[src/rtl/mipi_capture_pkg.sv]
`default_nettype none
// -----------------------------------------------------------------------------
// mipi_capture_pkg: shared state encoding and stats helpers for the capture
// sequencer.  Rev 1.0
// -----------------------------------------------------------------------------
package mipi_capture_pkg;

  typedef enum logic [1:0] {
    ST_IDLE    = 2'd0,
    ST_SYNC    = 2'd1,
    ST_CAPTURE = 2'd2,
    ST_DONE    = 2'd3
  } state_t;

  localparam int STATS_W = 16;

  function automatic logic [STATS_W-1:0] sat_inc(input logic [STATS_W-1:0] v);
    return (&v) ? v : v + STATS_W'(1);
  endfunction

endpackage
`default_nettype wire

[src/rtl/mipi_line_stats.sv]
`default_nettype none
// -----------------------------------------------------------------------------
// mipi_line_stats: per-frame line/pixel counters and line length consistency
// check; only built with MIPI_CAPTURE_STATS_EN.  Rev 1.0
// -----------------------------------------------------------------------------
`ifdef MIPI_CAPTURE_STATS_EN
module mipi_line_stats
  import mipi_capture_pkg::*;
(
  input  logic               img_clk,
  input  logic               resetb,
  input  logic               clear,
  input  logic               active,
  input  logic               lvi,
  input  logic               dvi,
  input  logic               fvi_rise,
  output logic [STATS_W-1:0] line_cnt,
  output logic [STATS_W-1:0] last_line_px,
  output logic               line_len_err
);

  logic               lvi_prev_q, lvi_prev_d;
  logic [STATS_W-1:0] px_q, px_d;
  logic [STATS_W-1:0] line_cnt_q, line_cnt_d;
  logic [STATS_W-1:0] last_px_q, last_px_d;
  logic [STATS_W-1:0] ref_q, ref_d;
  logic               ref_valid_q, ref_valid_d;
  logic               len_err_q, len_err_d;
  logic               lvi_fall;

  assign lvi_fall = lvi_prev_q & ~lvi;

  always_comb begin
    lvi_prev_d  = lvi;
    px_d        = px_q;
    line_cnt_d  = line_cnt_q;
    last_px_d   = last_px_q;
    ref_d       = ref_q;
    ref_valid_d = ref_valid_q;
    len_err_d   = len_err_q;
    if (clear) begin
      px_d        = '0;
      line_cnt_d  = '0;
      last_px_d   = '0;
      ref_d       = '0;
      ref_valid_d = 1'b0;
      len_err_d   = 1'b0;
    end else if (fvi_rise) begin
      px_d        = '0;
      line_cnt_d  = '0;
      ref_d       = '0;
      ref_valid_d = 1'b0;
    end else if (active) begin
      if (lvi_fall) begin
        last_px_d  = px_q;
        line_cnt_d = sat_inc(line_cnt_q);
        px_d       = '0;
        // first completed line of the frame becomes the reference length
        if (!ref_valid_q) begin
          ref_d       = px_q;
          ref_valid_d = 1'b1;
        end else if (px_q != ref_q) begin
          len_err_d = 1'b1;
        end
      end else if (dvi) begin
        px_d = sat_inc(px_q);
      end
    end
  end

  always_ff @(posedge img_clk or negedge resetb) begin
    if (!resetb) begin
      lvi_prev_q  <= 1'b0;
      px_q        <= '0;
      line_cnt_q  <= '0;
      last_px_q   <= '0;
      ref_q       <= '0;
      ref_valid_q <= 1'b0;
      len_err_q   <= 1'b0;
    end else begin
      lvi_prev_q  <= lvi_prev_d;
      px_q        <= px_d;
      line_cnt_q  <= line_cnt_d;
      last_px_q   <= last_px_d;
      ref_q       <= ref_d;
      ref_valid_q <= ref_valid_d;
      len_err_q   <= len_err_d;
    end
  end

  assign line_cnt     = line_cnt_q;
  assign last_line_px = last_px_q;
  assign line_len_err = len_err_q;

endmodule
`endif
`default_nettype wire

[src/rtl/mipi_capture_ctrl.sv]
`default_nettype none
// -----------------------------------------------------------------------------
// mipi_capture_ctrl: forwards only whole frames from the CSI-2 deserializer,
// counts frames, stop/watchdog abort; line stats under MIPI_CAPTURE_STATS_EN.
// Rev 1.0
// -----------------------------------------------------------------------------
module mipi_capture_ctrl
  import mipi_capture_pkg::*;
#(
  parameter int DATA_WIDTH = 10,
  parameter int FCNT_W     = 16,
  parameter int TMO_W      = 24
) (
  input  logic                  img_clk,
  input  logic                  resetb,
  input  logic                  start,
  input  logic                  stop,
  input  logic [FCNT_W-1:0]     num_frames,
  input  logic [TMO_W-1:0]      timeout_cycles,
  output logic                  des_enable,
  input  logic                  fvi,
  input  logic                  lvi,
  input  logic                  dvi,
  input  logic [DATA_WIDTH-1:0] dati,
  output logic                  fvo,
  output logic                  lvo,
  output logic                  dvo,
  output logic [DATA_WIDTH-1:0] dato,
  output logic                  busy,
  output logic                  done,
  output logic                  timeout_err,
  output logic [FCNT_W-1:0]     frame_cnt,
  output logic [STATS_W-1:0]    line_cnt,
  output logic [STATS_W-1:0]    last_line_px,
  output logic                  line_len_err
);

  state_t                state_q, state_d;
  logic                  fvi_prev_q, fvi_prev_d;
  logic                  stop_pend_q, stop_pend_d;
  logic [FCNT_W-1:0]     frame_cnt_q, frame_cnt_d;
  logic [TMO_W-1:0]      wdog_q, wdog_d;
  logic                  timeout_err_q, timeout_err_d;
  logic                  des_enable_q, des_enable_d;
  logic                  busy_q, busy_d;
  logic                  done_q, done_d;
  logic                  fvo_q, fvo_d, lvo_q, lvo_d, dvo_q, dvo_d;
  logic [DATA_WIDTH-1:0] dato_q, dato_d;

  logic                  fvi_rise, fvi_fall, fwd;
  logic [FCNT_W-1:0]     frame_inc;
  logic                  last_frame;
  logic [TMO_W-1:0]      wdog_next;
  logic                  wdog_hit;

  assign fvi_rise   = fvi & ~fvi_prev_q;
  assign fvi_fall   = ~fvi & fvi_prev_q;
  assign frame_inc  = frame_cnt_q + FCNT_W'(1);
  assign last_frame = (num_frames != '0) && (frame_inc == num_frames);
  assign wdog_next  = (dvi | fvi_rise | fvi_fall) ? '0 :
                      (&wdog_q) ? wdog_q : wdog_q + TMO_W'(1);
  // an edge or pixel this cycle restarts the count, so it can never fire here
  assign wdog_hit   = (timeout_cycles != '0) && !(dvi | fvi_rise | fvi_fall) &&
                      (wdog_q == timeout_cycles - TMO_W'(1));

  always_comb begin
    state_d       = state_q;
    fvi_prev_d    = fvi;
    stop_pend_d   = stop_pend_q;
    frame_cnt_d   = frame_cnt_q;
    wdog_d        = wdog_q;
    timeout_err_d = timeout_err_q;
    case (state_q)
      ST_IDLE: begin
        wdog_d = '0;
        if (start) begin
          state_d       = ST_SYNC;
          stop_pend_d   = 1'b0;
          frame_cnt_d   = '0;
          timeout_err_d = 1'b0;
        end
      end
      ST_SYNC: begin
        wdog_d = wdog_next;
        if (stop) begin
          state_d = ST_DONE;
        end else if (wdog_hit) begin
          timeout_err_d = 1'b1;
          state_d       = ST_DONE;
        end else if (fvi_rise) begin
          state_d = ST_CAPTURE;
        end
      end
      ST_CAPTURE: begin
        wdog_d = wdog_next;
        if (stop) stop_pend_d = 1'b1;
        if (fvi_fall) begin
          if (!(&frame_cnt_q)) frame_cnt_d = frame_inc;
          if (stop_pend_q || stop || last_frame) state_d = ST_DONE;
        end else if (wdog_hit) begin
          timeout_err_d = 1'b1;
          state_d       = ST_DONE;
        end
      end
      ST_DONE: begin
        wdog_d  = '0;
        state_d = ST_IDLE;
      end
      default: state_d = ST_IDLE;
    endcase

    // outputs are registered against the next state so they line up with it
    fwd          = (state_d == ST_CAPTURE);
    fvo_d        = fwd & fvi;
    lvo_d        = fwd & lvi;
    dvo_d        = fwd & dvi;
    dato_d       = fwd ? dati : '0;
    des_enable_d = (state_d == ST_SYNC) || (state_d == ST_CAPTURE);
    busy_d       = (state_d != ST_IDLE);
    done_d       = (state_d == ST_DONE);
  end

  always_ff @(posedge img_clk or negedge resetb) begin
    if (!resetb) begin
      state_q       <= ST_IDLE;
      fvi_prev_q    <= 1'b0;
      stop_pend_q   <= 1'b0;
      frame_cnt_q   <= '0;
      wdog_q        <= '0;
      timeout_err_q <= 1'b0;
      des_enable_q  <= 1'b0;
      busy_q        <= 1'b0;
      done_q        <= 1'b0;
      fvo_q         <= 1'b0;
      lvo_q         <= 1'b0;
      dvo_q         <= 1'b0;
      dato_q        <= '0;
    end else begin
      state_q       <= state_d;
      fvi_prev_q    <= fvi_prev_d;
      stop_pend_q   <= stop_pend_d;
      frame_cnt_q   <= frame_cnt_d;
      wdog_q        <= wdog_d;
      timeout_err_q <= timeout_err_d;
      des_enable_q  <= des_enable_d;
      busy_q        <= busy_d;
      done_q        <= done_d;
      fvo_q         <= fvo_d;
      lvo_q         <= lvo_d;
      dvo_q         <= dvo_d;
      dato_q        <= dato_d;
    end
  end

  assign des_enable  = des_enable_q;
  assign busy        = busy_q;
  assign done        = done_q;
  assign timeout_err = timeout_err_q;
  assign frame_cnt   = frame_cnt_q;
  assign fvo         = fvo_q;
  assign lvo         = lvo_q;
  assign dvo         = dvo_q;
  assign dato        = dato_q;

`ifdef MIPI_CAPTURE_STATS_EN
  logic stats_clear, stats_active, stats_rise;

  assign stats_clear  = (state_q == ST_IDLE) && start;
  assign stats_active = (state_q == ST_CAPTURE);
  assign stats_rise   = fvi_rise && ((state_q == ST_SYNC) || (state_q == ST_CAPTURE));

  mipi_line_stats u_line_stats (
    .img_clk      (img_clk),
    .resetb       (resetb),
    .clear        (stats_clear),
    .active       (stats_active),
    .lvi          (lvi),
    .dvi          (dvi),
    .fvi_rise     (stats_rise),
    .line_cnt     (line_cnt),
    .last_line_px (last_line_px),
    .line_len_err (line_len_err)
  );
`else
  assign line_cnt     = '0;
  assign last_line_px = '0;
  assign line_len_err = 1'b0;
`endif

endmodule
`default_nettype wire

[config.mk]
export PLATFORM = sky130hd
export DESIGN_NAME = mipi_capture_ctrl
export DESIGN_NICKNAME = d
export VERILOG_FILES = /design/src/rtl/mipi_capture_pkg.sv /design/src/rtl/mipi_line_stats.sv /design/src/rtl/mipi_capture_ctrl.sv
export SDC_FILE = /design/constraint.sdc
export NUM_CORES = 1
export LEC_CHECK = 0
export BUFFER_PORTS_ARGS = -buffer_cell sky130_fd_sc_hd__buf_2
export CAP_MARGIN = 20
export CORE_MARGIN = 4
export CORE_UTILIZATION = 45
export CTS_CLUSTER_SIZE = 24
export DETAILED_ROUTE_END_ITERATION = 10
export PLACE_DENSITY = 0.8
export SYNTH_ARGS = -nofsm -noshare
export SYNTH_HDL_FRONTEND = slang
export SYNTH_SLANG_ARGS = --single-unit
[constraint.sdc]
create_clock -name img_clk -period 5.8 [get_ports img_clk]
set_input_delay 0.87 -clock img_clk [delete_from_list [all_inputs] [get_ports img_clk]]
set_output_delay 0.87 -clock img_clk [all_outputs]
set_load 0.01 [all_outputs]
==> reports/results.tsv <==
stage	metric	value	unit
outcome	status	completed	
timing	setup TNS	0	ns
floorplan	initial core utilization	0.4660	
clock_tree	CTS root buf	clkbuf_8	
critical_path	CP endpoint kind	flip-flop	
placement	placed inst area	0.004967	mm²
layout	# diodes	0	
synth	Seq/Total Area, Yosys	0.3321	
synth	Yosys warnings	0	
clock_tree	H-tree depth	3	
timing	Peak Freq	0.2568	GHz
clock_tree	CTS max path bufs	2	
power	total power	1.270	mW
synth	async set-reset flop share out of synthesis	1.000	
timing	worst hold margin	0.5466	ns
timing	Tcrit/Tclk final	0.6715	
timing	Worst slew margin	0.3289	
routing	WL/cell	15.17	µm
synth	Netlist cell types	60	
floorplan	IO Pins	123	
timing	min Tclk post-route	3.894	ns
critical_path	Max FO, Critical Path	13	
critical_path	WP data required	6.06	ns
timing	Setup Skew	0.006861	ns
layout	Nets	677	
floorplan	die span in x	109.1	µm
synth	Synth Flop Type	dfrtp_1	
global_routing	GR Overflow Total	0	
power	static leakage	2.209	nW
floorplan	# rows	36	
placement	gp weighted congestion	0.9525	
timing	Final Hold Fails	0	
clock_tree	clk sinks	61	
timing	Slew Limit Fails	0	
synth	cells after synthesis	543	
clock_tree	Post-CTS Setup Bufs	0	
routing	DRT iter0 DRCs	254	
run	maxcap violations	0	
floorplan	total core area	0.009864	mm²
clock_tree	hold_buf cts	0	
placement	hpwl dp	8.758	mm
routing	total number of vias	4269	
timing	unrepaired setup endpoints after global routing	false	
routing	vias per cell	5.700	
critical_path	critical path class	input port to flip-flop	
floorplan	die area	0.01190	mm²
layout	most common cell after layout, fill and taps aside	buf_2	
global_routing	GRT Resource Usage Total	0.1915	
critical_path	Critical Path AT	4.16	ns
clock_tree	Clk pin slew, worst setup/hold paths	0.07	ns
synth	Post-synth EDFFs	0	
timing	setup violators final	0	
layout	share of layout cells above drive strength 1	0.1834	
layout	Area Growth Syn to Fin	12.74	%
global_routing	global-route wire length before repair	18.62	mm
power	Peak supply drop	124.4	µV
clock_tree	Post-CTS Resized	0	
synth	flops & latches, synth	61	
synth	syn avg cell area	8.466	µm²
global_routing	initial antenna violation count	0	
critical_path	startpoint types	input port	
routing	final wirelength	11.36	mm
floorplan	Die Span Y	109.1	µm
power	pwr/cell area	245.0	mW/mm²
synth	Post-Syn Area	0.004597	mm²
layout	post-route cell area	0.005182	mm²
placement	IO Port Bufs	89	
layout	most frequent cells in the layout	89 x buf_2, 61 x dfrtp_1, 49 x xnor2_1, 47 x nor2_1, 33 x conb_1	
timing	Worst Tran Pin Value	0.9975	ns
worst_hold_path	Hold Crit Class	flip-flop to flip-flop	
clock_tree	CTS tree	done	
global_routing	largest net degree at the start of global routing	62	
routing	Post-DRT Antenna Nets	0	
routing	Initial DRT Pass Iterations	5	
global_routing	vias in the first global route	4069	
routing	DRC violations left	0	
clock_tree	Num CTS Buffers	9	
clock_tree	Worst-Skew Late Latency	0.32	ns
cells in the mapped netlist (all sizes together) (3+ instances only):
cell / number / share of area
a211oi: 8 / 0.013
a21o: 3 / 0.0049
a21oi: 16 / 0.017
a22o: 3 / 0.0057
a31oi: 4 / 0.0054
a41oi: 6 / 0.011
and2: 15 / 0.020
and3: 7 / 0.0095
and4: 10 / 0.019
buf: 35 / 0.056
clkbuf: 30 / 0.024
dfrtp: 61 / 0.33
ha: 9 / 0.024
inv: 9 / 0.0073
mux2i: 3 / 0.0065
nand2: 32 / 0.026
nand2b: 4 / 0.0054
nand3: 25 / 0.027
nand4: 13 / 0.018
nand4b: 3 / 0.0057
nor2: 47 / 0.038
nor2b: 5 / 0.0068
nor3: 31 / 0.035
nor4: 12 / 0.020
o2111ai: 3 / 0.0071
o211ai: 4 / 0.0065
o21a: 3 / 0.0049
o21ai: 32 / 0.035
o31ai: 5 / 0.0082
o41ai: 3 / 0.0057
or3: 7 / 0.0098
xnor2: 49 / 0.093
xor2: 21 / 0.040
final timing paths:
path                                   startpoint            end  slack (ns)  cells after the start
worst max register to register       frame_cnt[0]  frame_cnt[14]        2.36                      8
min in group asynchronous                  resetb  frame_cnt[13]        0.68                      2
worst min register to register        stop_pend_q    stop_pend_q        0.55                      2
worst min-delay path                  stop_pend_q    stop_pend_q        0.55                      2
max in group asynchronous                  resetb   frame_cnt[5]        4.59                      2
worst max-delay path            timeout_cycles[0]        dato[8]        1.91                     12
cell families after synthesis:
family,Yosys count,synth area share
and+or+nand+nor,221,0.2613
AOI/OAI and AO/OA,104,0.1538
buffers and inverters,74,0.08764
xor gates and xnor gates,70,0.1334
DFF,61,0.3321
adders and majority gates,9,0.02450
muxes,3,0.006533
other,1,0.0008158
report_power, final:
part / internal [mW] / switching, mW / total, mW
registers: 0.470 / 0.0254 / 0.496
logic: 0.140 / 0.229 / 0.369
clock network: 0.241 / 0.164 / 0.405
total: 0.851 / 0.418 / 1.27
through the flow:
step	worst slack (ns)	utilization	cells
final	1.906	0.5254	749
after global routing	1.582	0.5254	749
after CTS	1.932	0.5254	749
after detailed placement	1.567	0.5036	733
after global placement	1.739	0.5036	733
after floorplan	2.213	-	575
critical path, stage by stage:
cell	delay, ns
buf_2	0.13
inv_1	0.06
ha_1	0.34
nor4b_2	0.64
nand3_1	0.22
a2111o_1	0.42
a21oi_1	0.17
o2111a_1	0.20
o2111ai_2	0.20
o21ai_1	0.29
ha_1	0.42
and2_1	0.19
flip-flops by register name, summed over array words and instances, names as in the netlist, 2 cells and up:
signal / count
wdog_q: 24
dato: 10
state_q: 2
frame_cnt: 16
routing by layer:
layer | vias up | track usage | part of all wire
met5 | - | 0 | 0
met3 | 18 | 0.03434 | 0.069
met2 | 197 | 0.3338 | 0.50
met1 | 2015 | 0.2337 | 0.42
met4 | 0 | 0.07484 | 0.016
li1 | 2039 | - | -
area by class of cell:
class,instances,area [µm²]
clock buffer,10,127.6
clock inverter,6,87.58
fill,931,4682
inverter,9,33.78
multi-input combinational,440,2788
sequential,61,1526
tap,133,166.4
timing repair buffer,90,452.9
Power figures use the tool's default switching activity.
